===== src/rtl/vc_to_d_arbiter.sv =====
// vc_to_d_arbiter: pops VC0/VC1 (VC0 priority, bounded by an anti-starvation limit) and routes each word to D0 or D1.
module vc_to_d_arbiter #(
  parameter int BITNUMBER  = 8,
  parameter int DEST_BIT   = 4,
  parameter int MAX_CONSEC = 4,
  parameter int CNT_W      = 5
) (
  input  logic                 clk,
  input  logic                 reset,
  input  logic                 vc0_empty,
  input  logic                 vc1_empty,
  input  logic [BITNUMBER-1:0] vc0_data,
  input  logic [BITNUMBER-1:0] vc1_data,
  input  logic                 D0_pause,
  input  logic                 D1_pause,
  output logic                 vc0_pop,
  output logic                 vc1_pop,
  output logic                 push_D0,
  output logic                 push_D1,
  output logic [BITNUMBER-1:0] data_out,
  output logic                 idle,
  input  logic                 cnt_req,
  input  logic                 cnt_idx,
  output logic                 cnt_valid,
  output logic [CNT_W-1:0]     cnt_data
);
  localparam logic [3:0] MAXC = 4'(MAX_CONSEC);
  typedef enum logic {IDLE, ACTIVE} state_t;
  state_t state, state_next;
  logic [3:0] consec, consec_next;
  logic [CNT_W-1:0] cnt_d0, cnt_d1;
  logic elig0, elig1, grant;
  logic [BITNUMBER-1:0] word;
  always_comb begin
    elig0 = !vc0_empty && !(vc0_data[DEST_BIT] ? D1_pause : D0_pause);
    elig1 = !vc1_empty && !(vc1_data[DEST_BIT] ? D1_pause : D0_pause);
    vc0_pop = reset && elig0 && !(elig1 && consec == MAXC);
    vc1_pop = reset && elig1 && !vc0_pop;
    grant = vc0_pop || vc1_pop;
    word = vc0_pop ? vc0_data : vc1_data;
    // A VC0 win only counts against VC1 when VC1 was actually waiting
    consec_next = !grant ? consec : (vc0_pop && elig1) ? (consec == MAXC ? consec : consec + 4'd1) : 4'd0;
    state_next = grant ? ACTIVE : IDLE;
  end
  always_ff @(posedge clk or negedge reset)
    if (!reset) state <= IDLE;
    else state <= state_next;
  always_ff @(posedge clk or negedge reset)
    if (!reset) begin
      consec <= '0;
      push_D0 <= 1'b0;
      push_D1 <= 1'b0;
      data_out <= '0;
      idle <= 1'b1;
      cnt_d0 <= '0;
      cnt_d1 <= '0;
      cnt_valid <= 1'b0;
      cnt_data <= '0;
    end else begin
      consec <= consec_next;
      push_D0 <= grant && !word[DEST_BIT];
      push_D1 <= grant && word[DEST_BIT];
      if (grant) data_out <= word;
      idle <= (state == IDLE) && vc0_empty && vc1_empty && !push_D0 && !push_D1;
      cnt_d0 <= cnt_d0 + CNT_W'(push_D0);
      cnt_d1 <= cnt_d1 + CNT_W'(push_D1);
      cnt_valid <= cnt_req;
      if (cnt_req) cnt_data <= cnt_idx ? cnt_d1 : cnt_d0;
    end
endmodule


===== config.mk =====
export PLATFORM = sky130hd
export DESIGN_NAME = vc_to_d_arbiter
export DESIGN_NICKNAME = d
export VERILOG_FILES = /design/src/rtl/vc_to_d_arbiter.sv
export SDC_FILE = /design/constraint.sdc
export NUM_CORES = 1
export LEC_CHECK = 0
export CAP_MARGIN = 20
export CELL_PAD_IN_SITES_DETAIL_PLACEMENT = 1
export CELL_PAD_IN_SITES_GLOBAL_PLACEMENT = 1
export CORE_ASPECT_RATIO = 0.6
export CORE_MARGIN = 4
export CORE_UTILIZATION = 30
export CTS_BUF_LIST = sky130_fd_sc_hd__clkbuf_4 sky130_fd_sc_hd__clkbuf_8 sky130_fd_sc_hd__clkbuf_16
export DETAILED_ROUTE_END_ITERATION = 7
export PLACE_DENSITY_LB_ADDON = 0.1
export SLEW_MARGIN = 20
export SYNTH_ARGS = -nofsm -noshare
export SYNTH_HDL_FRONTEND = slang
export SYNTH_SLANG_ARGS = --single-unit

===== constraint.sdc =====
create_clock -name clk -period 4.4 [get_ports clk]
set_input_delay 0.88 -clock clk [delete_from_list [all_inputs] [get_ports clk]]
set_output_delay 0.88 -clock clk [all_outputs]
set_load 0.01 [all_outputs]

==> flow_metrics.py <==
metrics = {
    "run_status": {
        "status": "finished clean",
    },
    "hold_path": {
        "hold_class": "reg2reg",
        "hold_depth": 1,
        "hold_path_end": "idle",
        "hold_path_startpoint": "state",
    },
    "setup_path": {
        "cp_slowest_stage_delay_ns": 0.57,
        "r2r_cells": 7,
        "cp.arrival_ns": 3.03,
        "path_class": "in2out",
        "rr_endpoint": "data_out[6]",
        "crit_slowest_cell": "clkdlybuf4s50_1",
        "rrSetupSlack_ns": 2.54,
        "worstPathCellList": "clkdlybuf4s50_1 -> mux2_4 -> o311ai_4 -> nand2_1 -> inv_1 -> clkdlybuf4s50_1",
        "crit_path_frequent_cell": "clkdlybuf4s50_1",
        "crit_start": "vc1_data[4]",
        "path_max_fanout": 8,
        "cp.required_ns": 3.52,
        "crit_family": "buffers and inverters",
        "endpoint_kind": "primary output",
        "r2r_start": "consec[0]",
        "critPathBufInv": 3,
        "worstSetupStartpointType": "primary input",
    },
    "placement": {
        "numPortBuffers": 42,
        "dp_slack_ns": 0.4780,
        "dpl.hpwl_mm": 2.939,
        "place.gp.congestion": 0.7508,
        "placedInstanceArea_sq_um": 1929,
        "dp_cells": 237,
    },
    "cells_and_area": {
        "fillerInstances": 532,
        "seqCellArea_sq_um": 802.0,
        "drive_above_1_share_pct": 8.791,
        "final_nets": 211,
        "area_delta_synth_final_pct": 41.33,
        "instances_no_fill": 245,
        "final_util_pct": 44.25,
        "multi_input_area_sq_um": 586.8,
        "antenna_cells": 0,
        "final_area_sq_um": 2041,
    },
    "floorplanning": {
        "initial_utilization_pct": 31.31,
        "coreArea_sq_um": 4612,
        "die_w_microns": 97.57,
        "rows": 19,
        "ios": 43,
        "dieHeight_microns": 61.74,
        "die-area_sq_um": 6024,
    },
    "clocking": {
        "clk_latency_ns": 0.28,
        "cts.sinks": 32,
        "cts_buffers": 5,
        "cts_resized": 0,
        "root_buffer": "clkbuf_8",
        "post-cts-setup-buffers": 0,
        "clkTransAtPathRegs_ns": 0.07,
        "clk_path_buf_depth": 2,
        "cts.htree.levels": 2,
        "cts_tree": "yes",
        "cts_hold_buf": 0,
    },
    "pwr": {
        "total_power_mw": 0.9105,
        "power.density_nw_per_um2": 446.2,
        "vdd_drop_max_uv": 208.5,
        "p_leak_nw": 0.9012,
    },
    "yosys": {
        "synth_most_common_cell": "dfrtp_1",
        "yosysWarningCount": 0,
        "yosys.area_share.xor_xnor_pct": 3.640,
        "synth_common_cells": "31 x dfrtp_1, 21 x nand2_1, 14 x nor2_1",
        "synth.distinct_cells": 31,
        "synth_compound_area_share_pct": 10.23,
        "synthCells": 135,
        "synthTopCellsByArea": "dfrtp_1 54%, nand2_1 5.5%, ha_1 5.2%",
        "synth_area_per_cell_sq_um": 10.70,
        "synth_top_family_by_area": "simple AND/OR/NAND/NOR gates",
        "yosysTopAreaCellShare_pct": 53.73,
        "syn_nets": 165,
        "ys_ff_latch": 32,
        "ys_seq_area_share_pct": 55.55,
        "muxShareOfSynthArea_pct": 5.893,
        "syn_area_sq_um": 1444,
        "synthSimpleGateAreaFrac_pct": 15.68,
        "ys.flop_type": "dfrtp_1",
        "yosysTopAreaCell": "dfrtp_1",
        "synthArstFlopShare_pct": 100.0,
        "synth-adder-area-share_pct": 5.199,
        "synth_edf_count": 0,
    },
    "detailed_routing": {
        "vias": 1103,
        "ant_nets": 0,
        "wl_per_cell_microns": 15.22,
        "wirelength_mm": 3.729,
        "routed_via_density": 4.502,
        "drc": 0,
        "drt_iter0_drc": 18,
        "dr.pass1.iters": 3,
    },
    "sta": {
        "tns_ns": 0,
        "fmax_mhz": 256.0,
        "slew_headroom_pct": 68.66,
        "worstMarginPinSlew_ns": 0.4689,
        "rsz0062_at_grt": "false",
        "finalCritPeriodShare_pct": 88.78,
        "setup_viol_count_final": 0,
        "post-route-min-period_ns": 3.906,
        "slew_violations": 0,
        "fin_skew_ns": 0.005004,
        "hold_violations": 0,
        "hold_ws_ns": 0.3903,
        "fin_ws_ns": 0.4937,
    },
    "grt": {
        "grt_max_degree": 33,
        "grt_overflow_total": 0,
        "grt_pass1_vias": 1197,
        "antenna_found_initial": 0,
        "track_usage_pct": 13.34,
        "grt_pass1_wl_mm": 6.099,
    },
    "job": {
        "drv_cap": 0,
    },
}
-- worst max-delay path by stage --
stage / end / slack, ns / cells past startpoint
3_5_place_dp: vc1_pop / 0.48 / 6
4_1_cts: vc1_pop / 0.48 / 6
6_report: vc1_pop / 0.49 / 6
2_1_floorplan: vc1_pop / 1.70 / 5
5_1_grt: vc1_pop / 0.43 / 6
3_3_place_gp: vc1_pop / 0.58 / 6
-- worst reg2reg max path: stages, from the launching register on --
cell,delay [ns]
dfrtp_1,0.43
inv_1,0.08
ha_1,0.15
nand3b_1,0.15
o311ai_4,0.45
buf_4,0.29
nor2_1,0.07
a31oi_1,0.16
-- cell families (layout without fill, tap and decap cells) --
group           Yosys count  in the layout
mux                       8              8
simple gates             51             51
flops                    32             32
xor+xnor                  6              6
compound gates           21             21
buf+inv                  11             58
fa+ha+maj                 6              6
-- layout make-up --
type,count,share of cell area (%)
Multi-Input combinational cell,92,28.76
Clock buffer,5,3.372
Clock inverter,3,2.085
Timing Repair Buffer,45,21.70
Sequential cell,32,39.30
Tap cell,63,3.863
Inverter,5,0.9197
-- layer usage --
metal / vias up / routed length (microns) / global-route usage [%]
met5: - / 0 / 0
li1: 554 / - / -
met4: 0 / 43 / 4.734
met3: 4 / 155 / 4.236
met1: 522 / 1823 / 16.98
met2: 23 / 1706 / 22.10
-- cells in the final DEF, fill, tap and decap left out, types with 2 or more instances in the layout --
cell type	n
a21oi_1	5
a31oi_1	8
buf_4	3
clkbuf_8	5
clkdlybuf4s50_1	42
dfrtp_1	31
ha_1	6
inv_1	4
mux2i_1	7
nand2_1	21
nand3_1	6
nor2_1	14
nor2b_1	2
nor3b_1	2
o21ai_0	2
o22ai_1	3
xnor2_1	4
xor2_1	2
-- registers in the layout (all words and copies together), names as in the netlist --
name and cells:
push_D1 1, cnt_valid 1, data_out 8, push_D0 1, idle 1, cnt_data 5, state 1, cnt_d1 5
consec 4, cnt_d0 5
-- power breakdown --
group,internal [mW],switching [mW]
combinational,0.121,0.0931
sequential,0.366,0.0517
clock,0.167,0.111
Note: power is estimated with default switching activity, not from simulation.
